--- config.mk ---
export PLATFORM = sky130hd
export DESIGN_NAME = hall_call_register_flat
export DESIGN_NICKNAME = d
export VERILOG_FILES = /design/src/rtl/hall_call_register_pkg.sv /design/src/rtl/hall_call_register_if.sv /design/src/rtl/hall_call_register_rise_detect.sv /design/src/rtl/hall_call_register.sv /design/src/flat_wrapper.sv
export SDC_FILE = /design/constraint.sdc
export NUM_CORES = 1
export LEC_CHECK = 0
export CORE_ASPECT_RATIO = 0.8
export CORE_MARGIN = 2
export CORE_UTILIZATION = 30
export CTS_CLUSTER_DIAMETER = 50
export DETAILED_ROUTE_END_ITERATION = 12
export DONT_BUFFER_PORTS = 1
export PLACE_DENSITY = 0.44
export SLEW_MARGIN = 40
export SYNTH_ARGS = -nofsm -noshare
export SYNTH_HDL_FRONTEND = slang
export SYNTH_HIERARCHICAL = 1
export SYNTH_SLANG_ARGS = --single-unit
export TNS_END_PERCENT = 1
--- constraint.sdc ---
create_clock -name clk -period 2.5 [get_ports clk]
set_input_delay 0.5 -clock clk [delete_from_list [all_inputs] [get_ports clk]]
set_output_delay 0.5 -clock clk [all_outputs]
set_load 0.02 [all_outputs]
--- src/rtl/hall_call_register_pkg.sv ---
// Shared definitions for the hall/car call register: direction codes,
// default sizing and floor matching.
package hall_call_register_pkg;

  localparam int DEF_NUM_FLOORS = 4;
  localparam int DEF_POS_W      = 3;

  localparam logic [1:0] DIR_IDLE = 2'b00;
  localparam logic [1:0] DIR_UP   = 2'b01;
  localparam logic [1:0] DIR_DOWN = 2'b10;

  function automatic logic floor_match(input int unsigned position, input int unsigned index);
    return position == index;
  endfunction

endpackage

--- src/rtl/hall_call_register_if.sv ---
// Button/position inputs and pending-request outputs of the call register.
interface hall_call_register_if
  import hall_call_register_pkg::*;
#(
  parameter int NUM_FLOORS = DEF_NUM_FLOORS,
  parameter int POS_W      = DEF_POS_W
);

  logic [NUM_FLOORS-2:0] button_up;
  logic [NUM_FLOORS-2:0] button_down;
  logic [NUM_FLOORS-1:0] button_in;
  logic [POS_W-1:0]      position;
  logic                  open;
  logic [1:0]            direction;
  logic [NUM_FLOORS-2:0] pend_up;
  logic [NUM_FLOORS-2:0] pend_down;
  logic [NUM_FLOORS-1:0] pend_in;
  logic                  req_above;
  logic                  req_below;
  logic                  req_here;
  logic                  any_req;

  modport master (
    output button_up, button_down, button_in, position, open, direction,
    input  pend_up, pend_down, pend_in, req_above, req_below, req_here, any_req
  );

  modport slave (
    input  button_up, button_down, button_in, position, open, direction,
    output pend_up, pend_down, pend_in, req_above, req_below, req_here, any_req
  );

endinterface

--- src/rtl/hall_call_register_rise_detect.sv ---
// One-bit button edge detector: history flop plus 0->1 pulse.
module hall_call_register_rise_detect (
  input  logic clk,
  input  logic reset_n,
  input  logic button,
  output logic rise
);

  logic hist_p0;

  always_ff @(posedge clk or negedge reset_n) begin
    if (!reset_n) hist_p0 <= 1'b0;
    else          hist_p0 <= button;
  end

  assign rise = button & ~hist_p0;

endmodule

--- src/rtl/hall_call_register.sv ---
// Latches hall and car calls until served by an open door at that floor,
// and registers above/below/here summary flags from the next pending state.
module hall_call_register
  import hall_call_register_pkg::*;
#(
  parameter int NUM_FLOORS = DEF_NUM_FLOORS,
  parameter int POS_W      = DEF_POS_W
) (
  input  logic                  clk,
  input  logic                  reset_n,
  hall_call_register_if.slave   bus
);

  localparam int NH = NUM_FLOORS - 1;

  logic [NH-1:0]         rise_up, rise_down, clr_up, clr_down, nxt_up, nxt_down;
  logic [NH-1:0]         pend_up_p0, pend_down_p0;
  logic [NUM_FLOORS-1:0] rise_in, clr_in, nxt_in, pend_in_p0, floor_req;
  logic [POS_W-1:0]      pos;
  int unsigned           pos_i;
  logic                  pos_valid, svc, go_up, go_down;
  logic                  nxt_above, nxt_below, nxt_here, nxt_any;
  logic                  above_p0, below_p0, here_p0, any_p0;

  for (genvar i = 0; i < NH; i++) begin : g_hall
    hall_call_register_rise_detect u_up (
      .clk(clk), .reset_n(reset_n), .button(bus.button_up[i]), .rise(rise_up[i])
    );
    hall_call_register_rise_detect u_down (
      .clk(clk), .reset_n(reset_n), .button(bus.button_down[i]), .rise(rise_down[i])
    );
  end

  for (genvar i = 0; i < NUM_FLOORS; i++) begin : g_car
    hall_call_register_rise_detect u_in (
      .clk(clk), .reset_n(reset_n), .button(bus.button_in[i]), .rise(rise_in[i])
    );
  end

  assign pos   = bus.position;
  assign pos_i = 32'(pos);

  always_comb begin
    pos_valid = pos_i < NUM_FLOORS;
    svc       = bus.open && pos_valid;
    // Direction 2'b11 falls through as idle, clearing both hall calls.
    go_up     = bus.direction != DIR_DOWN;
    go_down   = bus.direction != DIR_UP;
    clr_up    = '0;
    clr_down  = '0;
    clr_in    = '0;
    for (int unsigned i = 0; i < NUM_FLOORS; i++)
      clr_in[i] = svc && floor_match(pos_i, i);
    for (int unsigned i = 0; i < NH; i++) begin
      clr_up[i]   = svc && floor_match(pos_i, i) && (go_up || i == 0);
      clr_down[i] = svc && floor_match(pos_i, i + 1) && (go_down || i + 1 == NH);
    end

    // Clear beats a same-edge press: the open door absorbs the request.
    nxt_up   = (pend_up_p0 | rise_up) & ~clr_up;
    nxt_down = (pend_down_p0 | rise_down) & ~clr_down;
    nxt_in   = (pend_in_p0 | rise_in) & ~clr_in;

    floor_req = nxt_in;
    for (int unsigned i = 0; i < NH; i++) begin
      floor_req[i]   = floor_req[i] | nxt_up[i];
      floor_req[i+1] = floor_req[i+1] | nxt_down[i];
    end

    nxt_any   = |floor_req;
    nxt_above = 1'b0;
    nxt_below = 1'b0;
    nxt_here  = 1'b0;
    for (int unsigned f = 0; f < NUM_FLOORS; f++) begin
      if (floor_req[f]) begin
        if (!pos_valid || f > pos_i)  nxt_above = 1'b1;
        if (pos_valid && f < pos_i)   nxt_below = 1'b1;
        if (floor_match(pos_i, f))    nxt_here  = 1'b1;
      end
    end
  end

  // Stage p0: pending vectors and summary flags register together.
  always_ff @(posedge clk or negedge reset_n) begin
    if (!reset_n) begin
      pend_up_p0   <= '0;
      pend_down_p0 <= '0;
      pend_in_p0   <= '0;
      above_p0     <= 1'b0;
      below_p0     <= 1'b0;
      here_p0      <= 1'b0;
      any_p0       <= 1'b0;
    end else begin
      pend_up_p0   <= nxt_up;
      pend_down_p0 <= nxt_down;
      pend_in_p0   <= nxt_in;
      above_p0     <= nxt_above;
      below_p0     <= nxt_below;
      here_p0      <= nxt_here;
      any_p0       <= nxt_any;
    end
  end

  assign bus.pend_up   = pend_up_p0;
  assign bus.pend_down = pend_down_p0;
  assign bus.pend_in   = pend_in_p0;
  assign bus.req_above = above_p0;
  assign bus.req_below = below_p0;
  assign bus.req_here  = here_p0;
  assign bus.any_req   = any_p0;

endmodule

--- src/flat_wrapper.sv ---
// flat-port wrapper written by rule: the top's interface ports become plain ports
module hall_call_register_flat import hall_call_register_pkg::*;
#(
  parameter int NUM_FLOORS = DEF_NUM_FLOORS,
  parameter int POS_W      = DEF_POS_W
)
  (clk, reset_n, bus_button_up, bus_button_down, bus_button_in, bus_position, bus_open, bus_direction, bus_pend_up, bus_pend_down, bus_pend_in, bus_req_above, bus_req_below, bus_req_here, bus_any_req);
  hall_call_register_if #(.NUM_FLOORS(NUM_FLOORS), .POS_W(POS_W)) bus_i ();
  input  logic clk;
  input  logic reset_n;
  input wire logic [$bits(bus_i.button_up)-1:0] bus_button_up;
  input wire logic [$bits(bus_i.button_down)-1:0] bus_button_down;
  input wire logic [$bits(bus_i.button_in)-1:0] bus_button_in;
  input wire logic [$bits(bus_i.position)-1:0] bus_position;
  input wire logic [$bits(bus_i.open)-1:0] bus_open;
  input wire logic [$bits(bus_i.direction)-1:0] bus_direction;
  output wire logic [$bits(bus_i.pend_up)-1:0] bus_pend_up;
  output wire logic [$bits(bus_i.pend_down)-1:0] bus_pend_down;
  output wire logic [$bits(bus_i.pend_in)-1:0] bus_pend_in;
  output wire logic [$bits(bus_i.req_above)-1:0] bus_req_above;
  output wire logic [$bits(bus_i.req_below)-1:0] bus_req_below;
  output wire logic [$bits(bus_i.req_here)-1:0] bus_req_here;
  output wire logic [$bits(bus_i.any_req)-1:0] bus_any_req;
  assign bus_i.button_up = bus_button_up;
  assign bus_i.button_down = bus_button_down;
  assign bus_i.button_in = bus_button_in;
  assign bus_i.position = bus_position;
  assign bus_i.open = bus_open;
  assign bus_i.direction = bus_direction;
  assign bus_pend_up = bus_i.pend_up;
  assign bus_pend_down = bus_i.pend_down;
  assign bus_pend_in = bus_i.pend_in;
  assign bus_req_above = bus_i.req_above;
  assign bus_req_below = bus_i.req_below;
  assign bus_req_here = bus_i.req_here;
  assign bus_any_req = bus_i.any_req;
  hall_call_register #(.NUM_FLOORS(NUM_FLOORS), .POS_W(POS_W)) u_core (.clk(clk), .reset_n(reset_n), .bus(bus_i));
endmodule
**Word-level counts from Yosys, hierarchy flattened**

Cells that the tools add are included.

- Input port bits: 18
- Register bits: 24
- Logic and storage cells: 110

- Mux-type cells: 24
- Reductions and logical operators: 20
- Bitwise logic cells: 35
- $lt $le $gt $ge: 9
- Equality and inequality tests: 5

Operator list:

| operator | number |
|---|---|
| logical NOT 32 bit | 1 |
| two-way mux 1 bit | 24 |
| logical AND 1 bit | 13 |
| bitwise AND 1 bit | 10 |
| inverter 1 bit | 10 |
| bitwise AND 3 bit | 2 |
| equality test 3 x 2 -> 1 bit (second input constant) | 2 |
| greater-than comparator 1 x 3 -> 1 bit (first input constant) | 2 |
| greater-than comparator 2 x 3 -> 1 bit (first input constant) | 2 |
| less-than comparator 1 x 3 -> 1 bit (first input constant) | 2 |
| less-than comparator 2 x 3 -> 1 bit (first input constant) | 2 |
| inverter 3 bit | 2 |
| OR 1 bit | 6 |
| OR 3 bit | 2 |
| bitwise AND 4 bit | 1 |
| logical OR 1 bit | 4 |
| inverter 4 bit | 1 |
| OR 4 bit | 1 |
| OR reduction 4 bit | 1 |
| equality test 3 x 1 -> 1 bit (second input constant) | 1 |
| less-than comparator 3 bit (second input constant) | 1 |
| inequality test 2 x 1 -> 1 bit (second input constant) | 1 |
| inequality test 2 bit (second input constant) | 1 |
| logical NOT 1 bit | 1 |

**Depth between registers and ports, before layout**

Gate-level depths: netlist (run 1).

- Depth after elaboration: 14
- Mapped depth: 5

**Hierarchy**

Netlist (run 1), hierarchy kept.

Modules (own cells, without submodules):

| module | instances | cells each | area an instance (um^2) | seq. area each (um^2) |
|---|---|---|---|---|
| hall_call_register | 1 | 71 | 706.9 | 350.3 |
| hall_call_register_rise_detect | 10 | 2 | 38.8 | 25.0 |

**Worst setup path before layout (run 1)**

Ideal clock, no wire load.

- Kind: input -> register
- Start point: input bus_button_up[1]
- End point: register u_core.above_p0 (netlist: u_core/bus.req_above)
- Arrival: 1788 ps
- Buffers on the path: 0
- Setup time: 132 ps
- Slack: 581 ps
- Stages on the path: 5
- Data required time: 2368 ps
- Cell sequence: nor2b_4 -> or4_4 -> o31ai_2 -> a211oi_1 -> or3b_1

- Longest elaborated chain between the ends: 9

RTL lines:

| item | RTL line | text |
|---|---|---|
| from (decl) | flat_wrapper.sv:11 | `input wire logic [$bits(bus_i.button_up)-1:0] bus_button_up;` |
| bitwise AND 1 bit (*) | hall_call_register_rise_detect.sv:16 | `assign rise = button & ~hist_p0;` |
| OR 3 bit (*) | hall_call_register.sv:60 | `nxt_up = (pend_up_p0 \| rise_up) & ~clr_up;` |
| bitwise AND 3 bit (*) | hall_call_register.sv:60 |  |
| OR 1 bit (*) | hall_call_register.sv:66 | `floor_req[i] = floor_req[i] \| nxt_up[i];` |
| two-way mux 1 bit (*) | hall_call_register.sv:75 | `if (floor_req[f]) begin` |
| two-way mux 1 bit | hall_call_register.sv:76 | `if (!pos_valid \|\| f > pos_i) nxt_above = 1'b1;` |
| two-way mux 1 bit (*) | hall_call_register.sv:75 |  |
| two-way mux 1 bit | hall_call_register.sv:76 |  |
| two-way mux 1 bit (*) | hall_call_register.sv:75 |  |
| named net u_core.nxt_above | hall_call_register.sv:22 | `logic nxt_above, nxt_below, nxt_here, nxt_any;` |
| to (signal assigned) | hall_call_register.sv:97 | `above_p0 <= nxt_above;` |
| to (decl) | hall_call_register.sv:23 | `logic above_p0, below_p0, here_p0, any_p0;` |

The timed path passes the listed nets; every way through them passes the cells marked *.

**Worst setup path after layout (run 1)**

- Start point: register u_core.pend_up_p0[1] (netlist: u_core/bus.pend_up[1])
- End point: register u_core.above_p0 (netlist: u_core/bus.req_above)

- Longest elaborated chain between the ends: 8

RTL lines:

| item | RTL line | text |
|---|---|---|
| from (decl) | hall_call_register.sv:17 | `logic [NH-1:0] pend_up_p0, pend_down_p0;` |
| from (signal assigned) | hall_call_register.sv:94 | `pend_up_p0 <= nxt_up;` |
| OR 3 bit (*) | hall_call_register.sv:60 |  |
| bitwise AND 3 bit (*) | hall_call_register.sv:60 |  |
| OR 1 bit (*) | hall_call_register.sv:66 |  |
| two-way mux 1 bit (*) | hall_call_register.sv:75 |  |
| two-way mux 1 bit | hall_call_register.sv:76 |  |
| two-way mux 1 bit (*) | hall_call_register.sv:75 |  |
| two-way mux 1 bit | hall_call_register.sv:76 |  |
| two-way mux 1 bit (*) | hall_call_register.sv:75 |  |
| named net u_core.nxt_above | hall_call_register.sv:22 |  |

Marks and branches as above.

==> results of run 1 <==
## how the worst min path moves through the flow
stage / cells after the start / end / slack (ps) / start
after CTS: 0 / u_core/g_hall[0].u_up/hist_p0 / 250 / bus_button_up[0]
after global routing: 1 / u_core/bus.pend_up[1] / 230 / reset_n
after detailed placement: 0 / u_core/g_hall[1].u_up/hist_p0 / 210 / reset_n
after global placement: 0 / u_core/g_hall[1].u_up/hist_p0 / 210 / reset_n
after floorplan: 0 / u_core/bus.any_req / 200 / reset_n
final: 1 / u_core/g_hall[1].u_up/hist_p0 / 200 / reset_n
## state kept, by name, summed over array words and instances (netlist names)
name and count:
u_core/bus.pend_in 4, u_core/bus.pend_down 3, u_core/bus.any_req 1, u_core/g_hall.u_up/hist_p0 3, u_core/bus.req_above 1, u_core/g_hall.u_down/hist_p0 3
u_core/bus.req_below 1, u_core/bus.req_here 1, u_core/g_car.u_in/hist_p0 4, u_core/bus.pend_up 3
## metrics by stage
stage / area (um^2) / hold slack, ps / util / worst slack (ps)
2_1_floorplan: 1090 / 204 / - / 581
3_3_place_gp: 1150 / 205 / 0.331 / 533
3_5_place_dp: 1150 / 205 / 0.331 / 510
4_1_cts: 1210 / 246 / 0.349 / 623
5_1_grt: 1210 / 232 / 0.348 / 576
6_report: 1210 / 201 / 0.348 / 627
## metal layers
metal,part of all wire,up-vias,wire length (um)
met1,0.46,307,963
met5,0,-,0
met4,0.010,0,22
met2,0.44,26,915
met3,0.096,2,201
li1,-,333,-
## kinds of logic after synthesis
group	share of synthesized area
DFF	0.549
AOI/OAI and AO/OA	0.133
and+or+nand+nor	0.319
## final cells by class
| type | instances | area, um^2 | area share |
|---|---|---|---|
| Clock buffer | 4 | 55.1 | 0.0456 |
| Multi-Input combinational cell | 67 | 494 | 0.409 |
| Sequential cell | 24 | 601 | 0.497 |
| Tap cell | 42 | 52.6 | 0.0435 |
| Timing Repair Buffer | 1 | 5.00 | 0.00415 |
## cell usage in the layout, fill, tap and decap left out
cell / n
a211oi_1: 1
or4_4: 2
o21ai_0: 4
nand2b_1: 4
or3b_1: 1
or2_1: 1
o31ai_2: 1
nor3_1: 1
o22ai_1: 1
and4bb_2: 1
a2bb2oi_1: 1
a21oi_1: 3
or3b_2: 1
nor2b_4: 10
or3_1: 1
o21bai_1: 2
o2111ai_1: 1
o221ai_1: 1
a21oi_4: 1
nand2_1: 2
clkbuf_8: 4
a31oi_1: 1
buf_2: 1
dfrtp_1: 24
nor2b_1: 1
nor2_1: 19
a21boi_1: 1
and4bb_1: 1
nor4_1: 3
o22ai_2: 1
## power groups by stage
| stage | registers, uW | clock network, uW | logic, uW |
|---|---|---|---|
| after floorplan | 470 | 0 | 56.6 |
| after global placement | 475 | 0 | 65.4 |
| after detailed placement | 476 | 0 | 65.9 |
| after CTS | 468 | 273 | 75.2 |
| after global routing | 472 | 291 | 82.6 |
| final | 467 | 259 | 73.8 |
## worst reg2reg max path, stage by stage (launching register included)
cell	delay [ps]
dfrtp_1	480
or4_4	560
o31ai_2	230
a211oi_1	100
or3b_1	380
## timing repair
action	4_1_cts	5_1_grt
hold buffers	1	0
setup buffers	0	0
endpoints found under the hold margin	24	0
==> impl_results.md, run 1 <==
* Status: complete, no violations
* Static Leak at 0.000478 uW
* Synth Warn # at 6
* Area delta synth->final at 10.3%
* CP delay by family, top: simple AND/OR/NAND/NOR gates
* Fin nets at around 120
* Max Cap Violations at 0
* Worst skew pair latency at around 260 ps
* Layout fillers at 340
* Clock share of power at 0.324
* Post-synth top flop: dfrtp_1
* Number of core rows at 19
* R2r setup slk at approximately 630 ps
* Pwr per Cell Area at 662 nW/um^2
* Largest stage delay, worst path at 560 ps
* Dpl hpwl at around 1.6 mm
* DR vias/cell at 4.84
* CTS Buffer Depth at 2
* CTS tree: done
* CP arrival at 2020 ps
* GPL Wtd Cong at between 0.7 and 0.8
* Post-synth net total at ~110
* Routed Antenna Nets at 0
* # H-tree levels at 1
* Non-Filler Instances at between 100 and 150
* Final WL at approximately 2.1 mm
* First-pass GRT wire length at ~3.6 mm
* Clock transition at path regs at 80 ps
* Chip Height at slightly below 60 um
* EDFF count, synth at 0
* Vias at around 670
* Die area at 4150 um^2
* DR pass1 iterations at 4
* WP buf/inv at 0
* GRT busiest layer: met2
* Peak supply drop at ~0.27 mV
* Crit-path cells: or4_4 > o31ai_2 > a211oi_1 > or3b_1
* Overflow after GRT at 0
* CP required at 2640 ps
* Critical path's slowest cell: or4_4
* Per-instance average area after synthesis at 12.0 um^2
* Clock skew at 3.33 ps
* Number of global-route vias before repair at ~700
* Post-synth cell types at 28
* Die Width at about 72 um
* CP Launch Point: u_core/bus.pend_up[1]
* DR iter-0 viols at 25
* Share of the synthesized area in the top cell type at 0.549
* Rel. slew slack at 0.578
* Slew Viols, Final at 0
* Post-synthesis sequential area ratio at 0.549
* Root Buffer: clkbuf_8
* Sw frac at 0.259
* R2r startpoint: u_core/bus.pend_up[1]
* HP Class: in -> async
* Startpoint Class: flip-flop
* P_int at between 500 and 600 uW
* R2r worst-path depth at 4
* M2 GR Usage at 0.161
* Met1 Usage GRT at 0.151
* Final Setup Violations at 0
* Combinational share of power at 0.092
* Crit Path Max Fanout at 4
* Setup_tns at 0 ps
* Total GRT Usage at 0.114
* Overall Power at 799 uW
* Fin crit share at 0.749
* Post-synthesis cell area at around 1100 um^2
* Starting density of the core at 0.315
* Post-synthesis async set-or-reset flop share at 1.00
* Final hold viol count at 0
* DP Cell Count at about 130
* Drt drc at 0
* Layout cells sized above 1 at 0.229
* Post-CTS Resized at 0
* Antenna fix cells at 0
* CORE AREA at ~3500 um^2
* Initial antenna violation count at 0
* DR WL/cell at around 15 um
* Kind of critical path: reg -> reg
* Reg-to-reg endpoint: u_core/bus.req_above
* I/O pin total at 32
* Fmax achieved at 534 MHz
* Net Switching at a little over 200 uW
* Commonest cells post-synth: dfrtp_1 (24), nor2_1 (19), nor2b_4 (10), nand2b_1 (4), o21ai_0 (4)
* Number of buffers added on ports at 0
* Largest net degree at the start of global routing at 25
* Sequential fraction of design power at 0.584
* CP Depth at 4
* Yosys top cell by area: dfrtp_1
* Worst-Margin Slew at 627 ps
* M3 GR Usage at 0.0626
* RSZ-0062 raised after global routing: false
* CP endpoint kind: flip-flop
* Flops & latches, synth at 24
* Leading post-synthesis cells by cell area: dfrtp_1 (55%), nor2b_4 (13%), nor2_1 (6.5%), nand2b_1 (2.3%), or4_4 (2.1%)
* Cells after Synth at 91
* Final Critical Period at 1870 ps
* CTS Sinks at 24
* CTS Buf Count at 3
* Most numerous cell in the Yosys netlist: dfrtp_1
* Crit path to: u_core/bus.req_above
Note: power is estimated with default switching activity, not from simulation.
==> run 2, diff against run 1 <==
==> constraint.sdc (replaced) <==
create_clock -name clk -period 1.9 [get_ports clk]
set_input_delay 0.38 -clock clk [delete_from_list [all_inputs] [get_ports clk]]
set_output_delay 0.38 -clock clk [all_outputs]
set_load 0.02 [all_outputs]
==> impl_results.md, run 2 (synthesis gave the netlist of run 1 again) <==
* DR pass1 iterations at 4
* Routed Antenna Nets at 0
* Initial antenna violation count at 0
* Antenna fix cells at 0
* Vias at 696
* Fmax achieved at around 560 MHz
* CP required at slightly above 2000 ps
* Peak supply drop at approximately 0.36 mV
* CP endpoint kind: flip-flop
* Final Setup Violations at 0
* Root Buffer: clkbuf_8
* GPL Wtd Cong at around 0.75
* Layout fillers at about 350
* Area delta synth->final at 16.0%
* Final WL at approximately 2.1 mm
* Startpoint Class: flip-flop
* Layout cells sized above 1 at 0.265
* Number of buffers added on ports at 0
* Final Critical Period at around 1800 ps
* Dpl hpwl at roughly 1.6 mm
* Fin crit share at 0.932
* Kind of critical path: reg -> reg
* # H-tree levels at 1
* DR iter-0 viols at 22
* Status: complete, no violations
* Number of core rows at 19
* Clock skew at between 4 and 5 ps
* Max Cap Violations at 0
* Final hold viol count at 0
* Worst skew pair latency at 270 ps
* Crit Path Max Fanout at 3
* HP Class: in -> reg
* CTS Sinks at 24
* Slew Viols, Final at 0
* I/O pin total at 32
* Drt drc at 0
* Fin nets at ~120
* Die area at a little over 4000 um^2
* DR vias/cell at around 4.8
* Static Leak at between 0.0005 and 0.0006 uW
* Overflow after GRT at 0
* Total GRT Usage at 0.123
* Post-CTS Setup Repair Bufs at 0
* Starting density of the core at 0.315
* Chip Height at ~58 um
* Post-CTS Resized at 0
* Rel. slew slack at 0.771
* Commonest non-fill, non-tap cells in the layout: dfrtp_1 (24), nor2_1 (19), nor2b_4 (10), buf_4 (5)
* Overall Power at around 1100 uW
* DR WL/cell at 14.8 um
* Number of global-route vias before repair at 778
* CTS tree: done
* Clock transition at path regs at ~90 ps
* Most common cell after layout, fill and taps aside: dfrtp_1
* First-pass GRT wire length at around 3.8 mm
* Setup_tns at 0 ps
* Largest net degree at the start of global routing at 25
* CP arrival at 1920 ps
* RSZ-0062 raised after global routing: false
* CTS Buffer Depth at 2
* Worst-Margin Slew at about 340 ps
* Die Width at about 72 um
* CORE AREA at roughly 3500 um^2
* Pwr per Cell Area at ~850 nW/um^2
* CTS Buf Count at 3
[run 2: final cells by class]
type,instances,area [um^2],share of cell area
sequential,24,601,0.473
multi-input combinational,67,494,0.389
timing repair buffer,7,67.6,0.0532
clock buffer,4,55.1,0.0433
tap,42,52.6,0.0414
[run 2: through the flow]
stage	instance area [um^2]	util	std cells	setup WS, ps	hold slack (ps)
5_1_grt	1270	0.366	144	45.9	108
2_1_floorplan	1090	-	91	101	84.4
3_5_place_dp	1180	0.341	138	34.8	84.9
6_report	1270	0.366	144	128	126
3_3_place_gp	1180	0.341	138	50.9	85.0
4_1_cts	1270	0.366	144	113	120
[run 2: repair_timing]
action                                 4_1_cts  5_1_grt
endpoints found under the hold margin       24        0
hold buffers                                 2        0
setup endpoints to repair                    0        0
[run 2: per-layer routing]
layer,up-vias,track usage,routed length (um)
met1,327,0.154,949
met2,20,0.179,941
met5,-,0,0
met4,0,0.0566,46
li1,345,-,-
met3,4,0.0626,192
[run 2: critical path, cell delays in order (launching register included)]
cell      delay [ps]
dfrtp_1          370
nor2b_4           50
or4_4            530
o31ai_2          220
a211oi_1          90
or3b_1           380
[run 2: path summary, 6_finish.rpt]
path	start	end	slack (ps)	cells past startpoint
min in group asynchronous	reset_n	u_core/g_hall[1].u_up/hist_p0	520	2
max reg2reg	u_core/g_hall[1].u_up/hist_p0	u_core/bus.req_above	130	5
max	u_core/g_hall[1].u_up/hist_p0	u_core/bus.req_above	130	5
min reg2reg	u_core/g_car[1].u_in/hist_p0	u_core/bus.pend_in[1]	590	3
max in group asynchronous	reset_n	u_core/g_car[3].u_in/hist_p0	1230	2
min	bus_button_up[0]	u_core/g_hall[0].u_up/hist_p0	130	0
[run 2: power breakdown]
part	internal (uW)	total (uW)	switching, uW
sequential	548	597	49.2
combinational	63.4	133	70.0
clock	185	353	168
total	797	1080	287
==> run 3, diff against run 2 <==
--- a/config.mk
+++ b/config.mk
@@ -12,7 +12,7 @@
 export DETAILED_ROUTE_END_ITERATION = 12
 export DONT_BUFFER_PORTS = 1
 export PLACE_DENSITY = 0.44
-export SLEW_MARGIN = 40
+export SLEW_MARGIN = 30
 export SYNTH_ARGS = -nofsm -noshare
 export SYNTH_HDL_FRONTEND = slang
 export SYNTH_HIERARCHICAL = 1
==> results of run 3 <==
Final layout, timing and power as in run 2 (identical DEF).
